## src/rtl/csa_seq_alu.sv

```systemverilog
// csa_seq_alu
// Byte-serial loaded, block-sequential carry-select ALU.
// Operands A and B are shifted in one byte at a time, LSB byte first.
// An accepted start processes one BLK-bit carry-select block per cycle,
// LSB block first. The registered inter-block carry chooses between the
// two precomputed block sums. The result is read back one byte at a time
// through a wrapping read pointer. The last pointer slot shows the flags.
//
// Ports
//   clk     : clock, all state changes on the rising edge
//   rst_n   : asynchronous active-low reset
//   ena     : design enable; when low every register holds
//   ui_in   : operand load byte
//   uio_in  : [0] load_a, [1] load_b, [2] start, [4:3] mode, [5] rd
//   uo_out  : byte P of R, or {6'b0, V, C} when P == WIDTH/8
//   uio_out : [7] done, [6] busy, [5:0] zero
//   uio_oe  : constant 8'b1100_0000
module csa_seq_alu #(
    parameter int WIDTH = 16,
    parameter int BLK   = 4
) (
    input  logic       clk,
    input  logic       rst_n,
    input  logic       ena,
    input  logic [7:0] ui_in,
    input  logic [7:0] uio_in,
    output logic [7:0] uo_out,
    output logic [7:0] uio_out,
    output logic [7:0] uio_oe
);

    localparam int NBLK  = WIDTH / BLK;
    localparam int NBYTE = WIDTH / 8;
    localparam int IW    = (NBLK > 1) ? $clog2(NBLK) : 1;
    localparam int PW    = $clog2(NBYTE + 1);

    localparam logic [IW-1:0] LAST_BLK  = IW'(NBLK - 1);
    localparam logic [PW-1:0] FLAG_SLOT = PW'(NBYTE);

    localparam logic [1:0] MODE_ADD  = 2'b00;
    localparam logic [1:0] MODE_SUB  = 2'b01;
    localparam logic [1:0] MODE_ACC  = 2'b10;
    localparam logic [1:0] MODE_ADDC = 2'b11;

    typedef enum logic [1:0] {
        ST_IDLE = 2'd0,
        ST_CALC = 2'd1,
        ST_DONE = 2'd2
    } state_t;

    // Carry entering block 0: SUB adds ~B + 1, ADDC chains the stored carry.
    function automatic logic init_carry(input logic [1:0] mode, input logic c_prev);
        logic cin;
        case (mode)
            MODE_SUB:  cin = 1'b1;
            MODE_ADDC: cin = c_prev;
            default:   cin = 1'b0;
        endcase
        return cin;
    endfunction

    // Registers
    state_t          state_r;
    state_t          state_nx_s;
    logic [WIDTH-1:0] a_r;
    logic [WIDTH-1:0] b_r;
    logic [WIDTH-1:0] r_r;
    logic             c_r;
    logic             v_r;
    logic [PW-1:0]    p_r;
    logic [IW-1:0]    blk_idx_r;
    logic [1:0]       mode_r;
    logic             carry_r;

    // Decoded controls
    logic       load_a_s;
    logic       load_b_s;
    logic       start_s;
    logic [1:0] mode_in_s;
    logic       rd_s;
    logic       load_any_s;
    logic       idle_or_done_s;
    logic       start_ok_s;
    logic       strobe_ok_s;
    logic       calc_step_s;
    logic       last_blk_s;
    logic       unused_s;

    assign load_a_s       = uio_in[0];
    assign load_b_s       = uio_in[1];
    assign start_s        = uio_in[2];
    assign mode_in_s      = uio_in[4:3];
    assign rd_s           = uio_in[5];
    assign unused_s       = ^uio_in[7:6];
    assign load_any_s     = load_a_s | load_b_s;
    assign idle_or_done_s = (state_r == ST_IDLE) || (state_r == ST_DONE);
    // A start sharing a cycle with a load strobe is dropped so the operands
    // are never changing underneath a freshly started operation.
    assign start_ok_s     = ena && start_s && !load_any_s && idle_or_done_s;
    // Load and rd strobes are honoured only while not computing.
    assign strobe_ok_s    = ena && (state_r != ST_CALC);
    assign calc_step_s    = ena && (state_r == ST_CALC);
    assign last_blk_s     = (blk_idx_r == LAST_BLK);

    // Byte shift-in: new byte enters at the top, so the first byte loaded
    // ends up as the least significant byte after WIDTH/8 loads.
    logic [WIDTH+7:0] a_cat_s;
    logic [WIDTH+7:0] b_cat_s;
    logic [WIDTH-1:0] a_shift_s;
    logic [WIDTH-1:0] b_shift_s;

    assign a_cat_s   = {ui_in, a_r};
    assign b_cat_s   = {ui_in, b_r};
    assign a_shift_s = a_cat_s[WIDTH+7:8];
    assign b_shift_s = b_cat_s[WIDTH+7:8];

    // Block datapath
    logic [31:0]    blk_base_s;
    logic [BLK-1:0] opx_s;
    logic [BLK-1:0] opy_s;
    logic [BLK:0]   sum0_s;
    logic [BLK:0]   sum1_s;
    logic [BLK:0]   sel_s;
    logic           msb_cin_s;

    assign blk_base_s = 32'(blk_idx_r) * 32'(BLK);

    // Carry-select block: both candidate sums formed, registered carry picks one.
    always_comb begin
        opx_s     = {BLK{1'b0}};
        opy_s     = {BLK{1'b0}};
        sum0_s    = {(BLK+1){1'b0}};
        sum1_s    = {(BLK+1){1'b0}};
        sel_s     = {(BLK+1){1'b0}};
        msb_cin_s = 1'b0;
        // ACC reuses R in place as the left operand; each block is read
        // in the same cycle it is overwritten, so no copy is needed.
        if (mode_r == MODE_ACC) begin
            opx_s = r_r[blk_base_s +: BLK];
        end else begin
            opx_s = a_r[blk_base_s +: BLK];
        end
        if (mode_r == MODE_SUB) begin
            opy_s = ~b_r[blk_base_s +: BLK];
        end else begin
            opy_s = b_r[blk_base_s +: BLK];
        end
        sum0_s = {1'b0, opx_s} + {1'b0, opy_s};
        sum1_s = {1'b0, opx_s} + {1'b0, opy_s} + {{BLK{1'b0}}, 1'b1};
        if (carry_r) begin
            sel_s = sum1_s;
        end else begin
            sel_s = sum0_s;
        end
        // Carry into the top bit of the block, recovered from its sum bit.
        msb_cin_s = opx_s[BLK-1] ^ opy_s[BLK-1] ^ sel_s[BLK-1];
    end

    // FSM state register.
    always_ff @(posedge clk or negedge rst_n) begin
        if (!rst_n) begin
            state_r <= ST_IDLE;
        end else begin
            state_r <= state_nx_s;
        end
    end

    // FSM next-state logic.
    always_comb begin
        state_nx_s = state_r;
        if (!ena) begin
            state_nx_s = state_r;
        end else begin
            case (state_r)
                ST_IDLE: begin
                    if (start_ok_s) begin
                        state_nx_s = ST_CALC;
                    end else begin
                        state_nx_s = ST_IDLE;
                    end
                end
                ST_CALC: begin
                    if (last_blk_s) begin
                        state_nx_s = ST_DONE;
                    end else begin
                        state_nx_s = ST_CALC;
                    end
                end
                ST_DONE: begin
                    // A load strobe clears done by returning to IDLE.
                    if (load_any_s) begin
                        state_nx_s = ST_IDLE;
                    end else if (start_ok_s) begin
                        state_nx_s = ST_CALC;
                    end else begin
                        state_nx_s = ST_DONE;
                    end
                end
                default: state_nx_s = ST_IDLE;
            endcase
        end
    end

    // FSM outputs: busy while computing, done while holding a result.
    logic busy_s;
    logic done_s;

    always_comb begin
        busy_s = 1'b0;
        done_s = 1'b0;
        case (state_r)
            ST_CALC: busy_s = 1'b1;
            ST_DONE: done_s = 1'b1;
            default: begin
                busy_s = 1'b0;
                done_s = 1'b0;
            end
        endcase
    end

    // Operand shift registers.
    always_ff @(posedge clk or negedge rst_n) begin
        if (!rst_n) begin
            a_r <= {WIDTH{1'b0}};
            b_r <= {WIDTH{1'b0}};
        end else if (strobe_ok_s) begin
            if (load_a_s) begin
                a_r <= a_shift_s;
            end
            if (load_b_s) begin
                b_r <= b_shift_s;
            end
        end
    end

    // Operation control: mode latch, block index and inter-block carry.
    always_ff @(posedge clk or negedge rst_n) begin
        if (!rst_n) begin
            mode_r    <= MODE_ADD;
            blk_idx_r <= {IW{1'b0}};
            carry_r   <= 1'b0;
        end else if (start_ok_s) begin
            mode_r    <= mode_in_s;
            blk_idx_r <= {IW{1'b0}};
            carry_r   <= init_carry(mode_in_s, c_r);
        end else if (calc_step_s) begin
            carry_r <= sel_s[BLK];
            if (last_blk_s) begin
                blk_idx_r <= {IW{1'b0}};
            end else begin
                blk_idx_r <= blk_idx_r + IW'(1);
            end
        end
    end

    // Result register and flags; flags change only on the final block.
    always_ff @(posedge clk or negedge rst_n) begin
        if (!rst_n) begin
            r_r <= {WIDTH{1'b0}};
            c_r <= 1'b0;
            v_r <= 1'b0;
        end else if (calc_step_s) begin
            r_r[blk_base_s +: BLK] <= sel_s[BLK-1:0];
            if (last_blk_s) begin
                c_r <= sel_s[BLK];
                v_r <= msb_cin_s ^ sel_s[BLK];
            end
        end
    end

    // Read pointer: cleared on start, advanced and wrapped by rd.
    always_ff @(posedge clk or negedge rst_n) begin
        if (!rst_n) begin
            p_r <= {PW{1'b0}};
        end else if (start_ok_s) begin
            p_r <= {PW{1'b0}};
        end else if (strobe_ok_s && rd_s) begin
            if (p_r == FLAG_SLOT) begin
                p_r <= {PW{1'b0}};
            end else begin
                p_r <= p_r + PW'(1);
            end
        end
    end

    // Read-out mux: result byte selected by P, flags in the last slot.
    logic [7:0] rd_byte_s;

    always_comb begin
        rd_byte_s = {6'b00_0000, v_r, c_r};
        for (int i = 0; i < NBYTE; i++) begin
            if (p_r == PW'(i)) begin
                rd_byte_s = r_r[i*8 +: 8];
            end
        end
    end

    assign uo_out  = rd_byte_s;
    assign uio_out = {done_s, busy_s, 6'b00_0000};
    assign uio_oe  = 8'b1100_0000;

endmodule

```

## config.mk

```make
export PLATFORM = sky130hd
export DESIGN_NAME = csa_seq_alu
export DESIGN_NICKNAME = d
export VERILOG_FILES = /design/src/rtl/csa_seq_alu.sv
export SDC_FILE = /design/constraint.sdc
export NUM_CORES = 1
export LEC_CHECK = 0
export CELL_PAD_IN_SITES_DETAIL_PLACEMENT = 0
export CELL_PAD_IN_SITES_GLOBAL_PLACEMENT = 2
export CORE_UTILIZATION = 39
export CTS_CLUSTER_SIZE = 28
export DETAILED_ROUTE_END_ITERATION = 10
export GPL_ROUTABILITY_DRIVEN = 0
export PLACE_DENSITY_LB_ADDON = 0.05
export SYNTH_ARGS = -nofsm -noshare
export SYNTH_HDL_FRONTEND = slang
export SYNTH_SLANG_ARGS = --single-unit
```

## constraint.sdc

```tcl
create_clock -name clk -period 9.75 [get_ports clk]
set_input_delay 1.4625 -clock clk [delete_from_list [all_inputs] [get_ports clk]]
set_output_delay 1.4625 -clock clk [all_outputs]
set_load 0.005 [all_outputs]
```

# Yosys cells after proc, flatten, opt, wreduce, memory -nomap -nowiden
# Cells that the tools add are included.
word_totals:
  regBits: 59
  elab_cells: 72
  input_bits: 19
classes:
  n_shift: 5
  n_mux: 22
  addsub: 5
  n_reduce_logical: 15
  n_eq_ne: 10
  n_bitwise: 5
op_table:
  columns: ["cell", "count"]
  rows:
  - ["indexed part select 16 x 5 -> 4 bit", 3]
  - ["negation 4 -> 34 bit", 1]
  - ["variable shift 4 x 34 -> 16 bit (first input constant)", 1]
  - ["indexed part select 4 x 34 -> 16 bit", 1]
  - ["two-way mux 2 bit", 9]
  - ["bitwise mux 16 bit", 1]
  - ["two-way mux 8 bit", 2]
  - ["equality test 2 bit (second input constant)", 5]
  - ["equality test 2 x 1 -> 1 bit (second input constant)", 4]
  - ["two-way mux 4 bit", 2]
  - ["logical AND 1 bit", 6]
  - ["one-hot mux 2 bit (3 select lines)", 1]
  - ["AND reduction 2 bit", 3]
  - ["adder 4 x 4 -> 5 bit", 1]
  - ["adder 5 x 1 -> 5 bit (second input constant)", 1]
  - ["two-way mux 1 bit", 5]
  - ["two-way mux 5 bit", 1]
  - ["adder 2 x 1 -> 2 bit (second input constant)", 2]
  - ["zero test 2 bit", 2]
  - ["inverter 4 bit", 1]
  - ["nonzero test 2 bit", 2]
  - ["bitwise XOR 1 bit", 3]
  - ["!= test 2 x 1 -> 1 bit (second input constant)", 1]
  - ["one-hot mux 1 bit (2 select lines)", 1]
  - ["other kinds (3)", 3]

# Longest topological paths before layout
logic_depth:
  word_depth: 8
  ltp_mapped: 15
  depth_no_buf: 14

# Worst setup path after synthesis
# No wires, ideal clock.
synth_timing:
  kind: "reg-to-reg"
  from: "register blk_idx_r[0]"
  to: "register v_r"
  required_ns: 9.663
  stages_incl_launch_ff: 14
  setup_time_ns: 0.087
  arrival_ns: 3.355
  slack_ns: 6.309
  cell_sequence: "dfrtp_1 clkbuf_1 mux4_2 xnor2_1 ha_1 inv_1 fa_1 inv_1 ha_1 nand2_1 a2111oi_1 a32o_2 or4_1 o211ai_1"
synth_between:
  elab_chain_cells: 8
  word_cells_on_any_way: 14
  classes_between: "add/sub: 2; eq/ne: 1; shift: 3; mux: 3; bitwise: 4; reduce/logical: 1"
synth_rtl:
  columns: ["item", "line", "source"]
  rows:
  - ["start, declared", "71", "logic [IW-1:0] blk_idx_r;"]
  - ["start signal, assigned", "240", "blk_idx_r <= {IW{1'b0}};"]
  - ["start signal, assigned", "244", "blk_idx_r <= {IW{1'b0}};"]
  - ["start signal, assigned", "249", "blk_idx_r <= {IW{1'b0}};"]
  - ["indexed part select 16 x 5 -> 4 bit", "144, 146", null]
  - ["inverter 4 bit", "144", "opy_s = ~b_r[blk_base_s +: BLK];"]
  - ["two-way mux 4 bit", "143", "if (mode_r == MODE_SUB) begin"]
  - ["adder 4 x 4 -> 5 bit", "148, 149", null]
  - ["adder 5 x 1 -> 5 bit", "149", "sum1_s = {1'b0, opx_s} + {1'b0, opy_s} + {{BLK{1'b0}}, 1'b1};"]
  - ["two-way mux 5 bit", "150", "if (carry_r) begin"]
  - ["bitwise XOR 1 bit", "156", "msb_cin_s = opx_s[BLK-1] ^ opy_s[BLK-1] ^ sel_s[BLK-1];"]
  - ["bitwise XOR 1 bit", "266", "v_r <= msb_cin_s ^ sel_s[BLK];"]
  - ["end signal, assigned", "266", null]
  - ["end, declared", "69", "logic v_r;"]
# Several ways; a longest one is shown, not always the timed one.
# A chain may end at the register's enable or synchronous reset.

# Final worst setup path
layout_timing:
  from: "register mode_r[0]"
  to: "register v_r"
layout_between:
  elab_chain_cells: 7
  word_cells_on_any_way: 10
  classes_between: "add/sub: 2; eq/ne: 2; mux: 3; bitwise: 3"
layout_rtl:
  columns: ["item", "line", "source"]
  rows:
  - ["start, declared", "72", "logic [1:0] mode_r;"]
  - ["start signal, assigned", "243", "mode_r <= mode_in_s;"]
  - ["equality test 2 bit / equality test 2 x 1 -> 1 bit (equally long branches)", "138, 143", null]
  - ["two-way mux 4 bit, on equally long branches", "138, 143", null]
  - ["adder 4 x 4 -> 5 bit", "148, 149", null]
  - ["adder 5 x 1 -> 5 bit", "149", null]
  - ["two-way mux 5 bit", "150", null]
  - ["bitwise XOR 1 bit", "156", null]
  - ["bitwise XOR 1 bit *", "266", null]
# Mark *: on every way between the ends. The rest lies on a longest branch, timed or not.

==> summary.md <==
| Metric | Value |
|---|---|
| Worst Path Buf+Inv | `2` |
| Least-Margin Pin Slew | `905.3 ps` |
| # fillers | `around 780` |
| FF+latch count, synth | `59` |
| Worst Path Arrival | `4030 ps` |
| Total GRT Usage | `19.03%` |
| EDFF count, synth | `0` |
| Mapped Area | `approximately 3300 µm²` |
| Top_reg_cell synth | `dfrtp_1` |
| Total core area | `roughly 8000 µm²` |
| DR vias | `2186` |
| Routed wire length | `7.409 mm` |
| Setup Viol. Count Final | `0` |
| Total CTS buffers | `9` |
| Largest net degree at the start of global routing | `60` |
| Clk_lat worst skew | `340 ps` |
| Max FO, Critical Path | `8` |
| CTS sink cnt | `between 50 and 60` |
| Post-cts sizing count | `0` |
| Pwr Density | `401.5 nW/µm²` |
| Global route total overflow | `0` |
| # nets final | `354` |
| Most frequent CP cell | `nand2_1` |
| CP Class | `reg2reg` |
| Mapped Cells | `298` |
| Post-route minimum period | `about 3800 ps` |
| Number of DRC markers in iteration 0 | `92` |
| CP Capture Type | `flop` |
| Slew Limit Fails | `0` |
| DRC violations left | `0` |
| Hold_buf cts | `0` |
| N_diodes | `0` |
| MaxCap Viol Count | `0` |
| Largest area contributor in the netlist | `dfrtp_1` |
| Die height | `93.96 µm` |
| Count of input and output buffers | `26` |
| # IOs | `between 40 and 50` |
| Period Utilization, post-route | `roughly two fifths` |
| Syn avg cell area | `11.07 µm²` |
| Leakage | `1.637 nW` |
| Wirelength per Cell | `17.11 µm` |
| Total power | `1.520 mW` |
| Buffer count from post-CTS setup fixing | `0` |
| Antenna viol nets, final | `0` |
| CTS clk-pin slew, worst paths | `~70 ps` |
| WP data required | `10000 ps` |
| Area grow syn2layout | `14.76%` |
| Placed cell count | `417` |
| Crit-path cells | `nand2b_1 -> mux4_2 -> nand2_1 -> nand2_1 -> ha_1 -> inv_1 -> fa_1 -> inv_1 -> ha_1 -> nand2_1 -> o21ai_0 -> nand4bb_1 -> or4_1 -> o211ai_1` |
| Vias in the first global route | `2249` |
| Die X | `roughly 94 µm` |
| Worst rel slew slack | `approximately two fifths` |
| Root Driver | `clkbuf_8` |
| Clock Skew | `9.236 ps` |
| CTS tree | `yes` |
| Final Hold Fails | `0` |
| Post-DP HPWL | `5.328 mm` |
| Final core occ | `46.06%` |
| Global-route wire length before repair | `12.20 mm` |
| Startpoint types | `flop` |
| Yosys Warn Count | `0` |
| Setup_tns | `0 ps` |
| Final Non-Filler Cells | `433` |
| Asr flop ratio synth | `100.0%` |
| Vias per Instance | `slightly above 5` |
| Status | `finished clean` |
| CP max stage cell | `mux4_2` |
| Area share of the largest cell type after synthesis | `44.76%` |
| Seq/Total Area, Yosys | `44.76%` |
| Worst stage delay on the critical path | `slightly below 600 ps` |
| FP Rows | `33` |
| Hold/Removal Path Class | `reg2reg` |
| Max IR drop VDD | `0.0001535 V` |
| Starting Density | `40.14%` |
| Clk buf depth | `2` |
| Fmax | `264.6 MHz` |
| Layout cells sized above 1 | `between 20% and 30%` |
| CP delay by family, top | `simple AND/OR/NAND/NOR gates` |
| Die area | `slightly below 9000 µm²` |
| RSZ-0062 raised after global routing | `no` |
| Synth top area cells | `dfrtp_1 45%, mux2_2 11%, mux4_2 8.2%` |
| Initial antenna violation count | `0` |
| Initial DRT Pass Iterations | `4` |
| H-tree Lvls | `3` |
| Yosys cell types | `38` |
[where the power goes]
group	leakage [nW]	internal [mW]	switching [mW]
combinational	0.803	0.365	0.481
sequential	0.738	0.348	0.0990
clock	0.0958	0.119	0.108
total	1.64	0.833	0.687
[final cells by class]
cell class / count / area [µm²] / share of cell area [%]
Sequential cell: 59 / 1476 / 39.01
Clock buffer: 9 / 123.9 / 3.273
Multi-Input combinational cell: 214 / 1665 / 44.00
Inverter: 11 / 41.29 / 1.091
Tap cell: 105 / 131.4 / 3.471
Clock inverter: 7 / 76.32 / 2.017
Timing Repair Buffer: 28 / 270.3 / 7.140
[worst paths after layout]
check | start | endpoint | slack (ps) | cells past startpoint
worst max-delay path | mode_r[0] | v_r | 5970 | 14
worst min-delay path | mode_r[0] | mode_r[0] | 500 | 2
max in group asynchronous | rst_n | carry_r | 7980 | 2
worst max register to register | mode_r[0] | v_r | 5970 | 14
worst min register to register | mode_r[0] | mode_r[0] | 500 | 2
min in group asynchronous | rst_n | p_r[1] | 1270 | 2
[per-layer routing]
layer / global-route usage [%] / vias up / wire length, µm
met4: 4.615 / 0 / 50
met5: 0 / - / 0
met2: 29.62 / 33 / 3510
li1: - / 1075 / -
met3: 4.854 / 6 / 202
met1: 26.48 / 1072 / 3646
[kinds of logic after synthesis]
| group | Yosys count | share of synthesized area, % |
|---|---|---|
| flip-flops | 59 | 44.76 |
| AO/OA/AOI/OAI | 38 | 8.005 |
| other | 2 | 0.2277 |
| XOR/XNOR | 9 | 2.618 |
| multiplexers | 53 | 21.85 |
| AND/OR/NAND/NOR | 88 | 11.65 |
| buffers and inverters | 37 | 6.108 |
| adder cells (fa/ha/maj) | 12 | 4.780 |
[registers in the layout (all words and copies together) (netlist names)]
| register | flops |
|---|---|
| a_r | 16 |
| mode_r | 2 |
| blk_idx_r | 2 |
| state_r | 2 |
| carry_r | 1 |
| c_r | 1 |
| p_r | 2 |
| v_r | 1 |
| r_r | 16 |
| b_r | 16 |
[through the flow]
step                      hold WS, ps  cell area, µm²  worst slack [ps]
after floorplan                 460.1            3343              6309
after global placement          482.1            3585              6000
after detailed placement        483.6            3585              5970
after CTS                       501.5            3785              5939
after global routing            525.2            3785              5693
final                           498.3            3785              5971
[Yosys cell counts (all sizes together), types with 2 or more instances]
cell     count
mux2i        9
inv         11
mux4        12
a2111oi      2
nor2        15
o31ai       12
conb         2
nand2       48
nand2b       3
buf         19
a22o         4
nor3         5
or3          3
ha          11
mux2        32
dfrtp       59
nor2b        2
a21oi        6
o21ai        8
xnor2        8
nand3        7
clkbuf       7
[cell usage in the layout (no fill, tap or decap), types with 4 or more instances in the layout]
cell	netlist	routed
dfrtp_1	59	59
nand2_1	48	48
mux2_2	32	32
clkdlybuf4s50_1	0	25
nor2_1	15	15
conb_1	2	14
mux4_2	12	12
o31ai_1	12	12
inv_1	11	11
ha_1	11	11
mux2i_1	9	9
clkbuf_8	0	9
xnor2_1	8	8
o21ai_0	8	8
nand3_1	7	7
a21oi_1	6	6
nor3_1	5	5
a22o_1	4	4
[worst register-to-register path, stage by stage, from the launching register on]
cell       delay, ps
dfrtp_1          360
nand2b_1         510
mux4_2           590
nand2_1           80
nand2_1           80
ha_1             230
inv_1             80
fa_1             430
inv_1            100
ha_1             140
nand2_1          120
o21ai_0          190
nand4bb_1        180
or4_1            500
o211ai_1         100
Note: power is estimated with default switching activity, not from simulation.
